<file path="config.mk">
export PLATFORM = sky130hd
export DESIGN_NAME = mux_rr_stream
export DESIGN_NICKNAME = d
export VERILOG_FILES = /design/src/rtl/mux_rr_stream.sv
export SDC_FILE = /design/constraint.sdc
export NUM_CORES = 1
export LEC_CHECK = 0
export ABC_AREA = 1
export CAP_MARGIN = 20
export CELL_PAD_IN_SITES_DETAIL_PLACEMENT = 1
export CELL_PAD_IN_SITES_GLOBAL_PLACEMENT = 1
export CORE_ASPECT_RATIO = 0.5
export CORE_MARGIN = 5
export CORE_UTILIZATION = 32
export CTS_CLUSTER_SIZE = 8
export DETAILED_ROUTE_END_ITERATION = 7
export PLACE_DENSITY_LB_ADDON = 0.1
export SLEW_MARGIN = 10
export SYNTH_ARGS = -nofsm -noshare
export SYNTH_HDL_FRONTEND = slang
export SYNTH_SLANG_ARGS = --single-unit
</file>
<file path="constraint.sdc">
create_clock -name clk -period 8 [get_ports clk]
set_input_delay 1.6 -clock clk [delete_from_list [all_inputs] [get_ports clk]]
set_output_delay 1.6 -clock clk [all_outputs]
set_load 0.005 [all_outputs]
</file>
<file path="src/rtl/mux_rr_stream.sv">
// N-channel registered stream mux with fixed-select or round-robin arbitration.
// Latency: 1 cycle from accept to out_data. Backpressure: in_ready is 0 while the held word stalls.
module mux_rr_stream #(
  parameter int N = 4,
  parameter int W = 8,
  localparam int CW = $clog2(N)
) (
  input  logic            clk,
  input  logic            rst_n,
  input  logic            mode,
  input  logic [CW-1:0]   sel,
  input  logic [N*W-1:0]  in_data,
  input  logic [N-1:0]    in_valid,
  output logic [N-1:0]    in_ready,
  output logic [W-1:0]    out_data,
  output logic            out_valid,
  input  logic            out_ready,
  output logic [CW-1:0]   out_chan
);

  logic [CW-1:0] last;
  logic [CW-1:0] gidx;
  logic [N-1:0]  grant;
  logic [W-1:0]  gword;
  logic          load;
  logic          xfer;
  int            best;

  // Round-robin: each channel's distance past the last winner; the nearest valid one wins.
  always_comb begin : arbiter
    grant = '0;
    best  = N;
    if (mode) begin
      for (int i = 0; i < N; i++) begin
        if (in_valid[i] && (((i - int'(last) - 1 + 2 * N) % N) < best)) begin
          best = (i - int'(last) - 1 + 2 * N) % N;
        end
      end
      for (int i = 0; i < N; i++) begin
        grant[i] = in_valid[i] && (((i - int'(last) - 1 + 2 * N) % N) == best);
      end
    end else begin
      for (int i = 0; i < N; i++) begin
        grant[i] = in_valid[i] && (sel == CW'(i));
      end
    end
  end

  always_comb begin : grant_mux
    gidx  = '0;
    gword = '0;
    for (int i = 0; i < N; i++) begin
      if (grant[i]) begin
        gidx  = CW'(i);
        gword = in_data[i*W +: W];
      end
    end
  end

  assign load     = !out_valid || out_ready;
  assign in_ready = rst_n ? (grant & {N{load}}) : '0;
  assign xfer     = |in_ready;

  always_ff @(posedge clk or negedge rst_n) begin
    if (!rst_n) begin
      out_valid <= 1'b0;
      out_data  <= '0;
      out_chan  <= '0;
      last      <= CW'(N - 1);
    end else if (xfer) begin
      out_valid <= 1'b1;
      out_data  <= gword;
      out_chan  <= gidx;
      if (mode) begin
        last <= gidx;
      end
    end else if (out_ready) begin
      out_valid <= 1'b0;
    end
  end

endmodule

</file>
[Word-level counts from Yosys, hierarchy flattened]
Cells that the tools add are included.
Operators by class
  add/subtract/negate cells: 12
  $lt $le $gt $ge: 4
  equality and inequality tests: 7
  mux-type cells: 19
  bitwise logic cells: 5
  reduce and logical (&&, ||, !) cells: 22
Operators by type and width (count)
  32-bit 2-to-1 mux: 8
  3-bit by 32-bit equality test with 1-bit output: 4
  3-bit by 32-bit less-than comparator with 1-bit output: 3
  8-bit 2-to-1 mux: 4
  4-bit by 5-bit adder with 6-bit output, second input constant: 4
  3-bit by 2-bit subtractor with 4-bit output, second input constant: 4
  1-bit logical AND: 12
  4-bit 2-to-1 mux: 2
  2-bit OR reduction: 4
  1-bit by 2-bit subtractor with 3-bit output, first input constant: 2
  2-bit by 2-bit subtractor with 3-bit output, first input constant: 2
  1-bit AND: 4
  4-bit AND: 1
  2-bit equality test, second input constant: 2
  3-bit by 4-bit less-than comparator with 1-bit output, second input constant: 1
  2-bit 2-to-1 mux: 2
  4-bit OR reduction: 1
  1-bit 2-to-1 mux: 3
  2-bit by 1-bit equality test with 1-bit output, second input constant: 1
  2-bit zero test: 1
  2-bit AND reduction: 1
  2-bit nonzero test: 1
  1-bit zero test: 1
  1-bit logical OR: 1
Storage, ports and cells
  flip-flop bits (word level): 13
  input port bits: 42
  output and inout bits: 15
  word-level logic and storage cells: 73

[Depth between registers and ports, before layout]
  depth after elaboration: 28
  gate-level depth with buffers: 34

[Worst setup path after synthesis]
OpenSTA, ideal clock, no wires.
  path kind: input to output
  start point: input in_valid[0]
  end point: output in_ready[3]
  data arrival time: 3.959 ns
  required time: 6.400 ns
  path slack: 2.441 ns
  cell stages on the path: 23
  cell sequence: inv_2 o21ai_2 o21ai_1 o21ai_2 ha_1 nand2_1 nand2_1 nand2_1 nand2_1 nand2_2 nand2_4 o21a_2 inv_1 ha_1 nand2_1 nand2_1 nand2_2 nand2_4 nand2_1 nand2_1 nor2_2 inv_1 nor2_1
Between the ends
  cells in the longest elaborated chain, start to end: 20
RTL lines
  start: declaration: line 13  | input logic [N-1:0] in_valid,
  1-bit logical AND (*): line 35  | if (in_valid[i] && (((i - int'(last) - 1 + 2 * N) % N) < best)) begin
  32-bit 2-to-1 mux (*): line 35
  32-bit 2-to-1 mux (*): line 33  | if (mode) begin
  3-bit by 32-bit less-than comparator with 1-bit output: line 35
  1-bit logical AND: line 35
  32-bit 2-to-1 mux (*): line 35
  32-bit 2-to-1 mux (*): line 33
  3-bit by 32-bit less-than comparator with 1-bit output: line 35
  (+4 left out)
  1-bit logical AND: line 35
  32-bit 2-to-1 mux (*): line 35
  32-bit 2-to-1 mux (*): line 33
  3-bit by 32-bit equality test with 1-bit output (*): line 40  | grant[i] = in_valid[i] && (((i - int'(last) - 1 + 2 * N) % N) == best);
  1-bit logical AND (*): line 40
  4-bit 2-to-1 mux (*): line 33
  4-bit AND (*): line 61  | assign in_ready = rst_n ? (grant & {N{load}}) : '0;
  4-bit 2-to-1 mux (*): line 61
  end: declaration: line 14  | output logic [N-1:0] in_ready,
Mark *: on every way between the ends. The rest lies on a longest branch, timed or not. The select of a mux whose other input is x is not followed.

[Final worst setup path]
Same ends and word-level chain as after synthesis.

==> reports/results.txt <==
Status: complete, no violations
Final nets: 312
Layout cells sized above 1: 21.8%
# diodes: 0
Largest net degree at the start of global routing: 15
Static Leak: 0.00101 µW
Critical Path AT: 5.38 ns
Top Ports: 57
Critical path's slowest cell: clkdlybuf4s50_1
WL/cell: 14.5 µm
Hold_buf cts: 0
DIE WIDTH: 105 µm
Detailed Route Iter0 Violations: 76
Initial antenna violation count: 0
Worst hold margin: 0.494 ns
Routed via count: 1546
GRT Overall Usage: 16.0%
EDFF count, synth: 0
Final Cycle Share: 87.2%
Synth area leaders: dfrtp_1 (19%), nand2_4 (14%), nand2_1 (12%)
Gpl congestion: 0.804
Synth Cell Area: 1450 µm²
Synth top area share: 19.0%
Most common library cells after synthesis: nand2_1 (47), nand3_1 (34), inv_1 (20), nand2_4 (18), nand2_2 (15)
Top routing layer used: met4
Worst hold start: last[1]$_DFFE_PN1P_
Worst vdd ir: 0.116 mV
Initial Utilization: 33.0%
R2R setup slack: 3.60 ns
Crit Path Category: input pin to primary output
RSZ-0062 raised after global routing: false
Row Count: 17
Slew Limit Fails: 0
Biggest area consumer among synthesized cells: dfrtp_1
Post-Syn Nets: 252
CP Launch Type: input pin
Clock tree sinks: 13
Port buffer count: 56
Fillers: 565
Worst rel slew slack: 56.6%
First drt pass iteration count: 4
R2r startpoint: last[1]$_DFFE_PN1P_
Max Cap Viol: 0
Crit path max-delay family: simple AND/OR/NAND/NOR gates
Seq/Total Area, Yosys: 22.7%
Ys Warns: 0
Post_cts resized: 0
HPWL Detailed: 3.89 mm
Clock latency on the worst-skew pair: 0.25 ns
Clk slew on worst S/H paths: 0.06 ns
Drt total wl: 4.64 mm
Maximum clock insertion buffer count: 2
Metal3 WL: 204 µm
Min Tclk post-route: 6.98 ns
Critical Path Fanout Max: 10
Pwr dens: 327 nW/µm²
Synth Register Bits: 13
Hold Vio Cnt, Final: 0
Remaining antenna violation count after routing: 0
Residual DRC count: 0
CTS root buf: clkbuf_8
Worst slew pin tran: 0.648 ns
CP Launch Point: in_valid[0]
Met2 wire len: 2.32 mm
Global route total overflow: 0
Yosys cell types: 24
Post CTS Setup Buffer Count: 0
Ys async rst share: 100%
Top-count cell post-synth: nand2_1
Most used cell, CP: nand2_1
Critical path buffer and inverter count: 5
CTS tree: built
Total CTS buffers: 3
Die Y: 57.5 µm
Core area: 4380 µm²
Hold Path Class: flip-flop to flip-flop
H-Tree Depth: 1
Global-route wire length before repair: 7.91 mm
Setup crit end kind: primary output
Fin Setup TNS: 0 ns
Post-synthesis cell count: 203
M1 wire length: 2.06 mm
Number of global-route vias before repair: 1665
Worst-case clock skew: 0.00315 ns
Top FF cell, synth: dfrtp_1
Area grow syn2layout: 45.5%
Via density: 4.85
Worst path required time: 6.40 ns
Max Freq: 143 MHz
Post-Syn Area per Cell: 7.12 µm²
Die Footprint: 6040 µm²
CP max stage delay: 0.51 ns
Setup Viol. Count Final: 0
[cell usage in the layout (no fill, tap or decap), types with 5 or more instances in the layout]
cell type and n:
nand2_4 18, ha_1 7, nand2_2 15, a21oi_1 5, dfrtp_1 11, clkdlybuf4s50_1 56, nand4_1 9, nor2_1 10
inv_1 20, nand3_1 34, nand2_1 47
[cell families (layout without fill, tap and decap cells)]
logic type	count (synthesis)	count (layout)	synth area share, %
simple gates	141	141	55.6
buf+inv	26	85	8.14
compound gates	15	15	7.27
flops	13	13	22.7
fa+ha+maj	7	7	6.06
other cells	1	1	0.259
[per-layer routing]
layer	global-route usage (%)	vias up
li1	-	784
met5	0	-
met1	21.0	721
met4	3.46	0
met2	27.4	34
met3	3.05	7
[report_power, final]
group          total [µW]  internal, µW  switching (µW)
sequential            129          97.2            31.8
combinational         498           205             293
clock                61.5          34.5            27.0
[state kept, by name (all words and copies together) (netlist names)]
register   count
out_chan       2
out_data       8
out_valid      1
last           2
[tightest hold or removal path, cell delays in order, from the launching register on]
cell	delay (ns)
dfstp_2	0.39
nand2_1	0.06
nand2_1	0.05
[through the flow]
step / instance area (µm²) / utilization, % / power (µW) / setup WS, ns / instances
after floorplan: 1450 / - / 484 / 2.44 / 203
after global placement: 2060 / 46.9 / 615 / 1.16 / 315
after detailed placement: 2060 / 46.9 / 636 / 0.981 / 315
after global routing: 2100 / 48.0 / 765 / 0.630 / 319
final: 2100 / 48.0 / 688 / 1.02 / 319
after CTS: 2100 / 48.0 / 702 / 0.986 / 319
[final cells by class]
type | instances | area [µm²] | share of cell area [%]
sequential | 13 | 328 | 15.6
multi-input combinational | 164 | 1000 | 47.5
timing repair buffer | 57 | 568 | 27.0
clock buffer | 3 | 41.3 | 1.96
tap | 57 | 71.3 | 3.39
clock inverter | 1 | 5.00 | 0.238
inverter | 24 | 90.1 | 4.28
[path summary, 6_finish.rpt]
kind                                                end  cells past startpoint
min in group asynchronous         out_valid$_DFFE_PN0P_                      1
worst min register to register      last[1]$_DFFE_PN1P_                      2
worst max-delay path                        in_ready[3]                     26
max in group asynchronous       out_chan[1]$_DFFE_PN0P_                      1
worst max register to register  out_data[1]$_DFFE_PN0P_                     32
worst min-delay path                last[1]$_DFFE_PN1P_                      2
No activity file was read; power rests on OpenSTA's default activity.
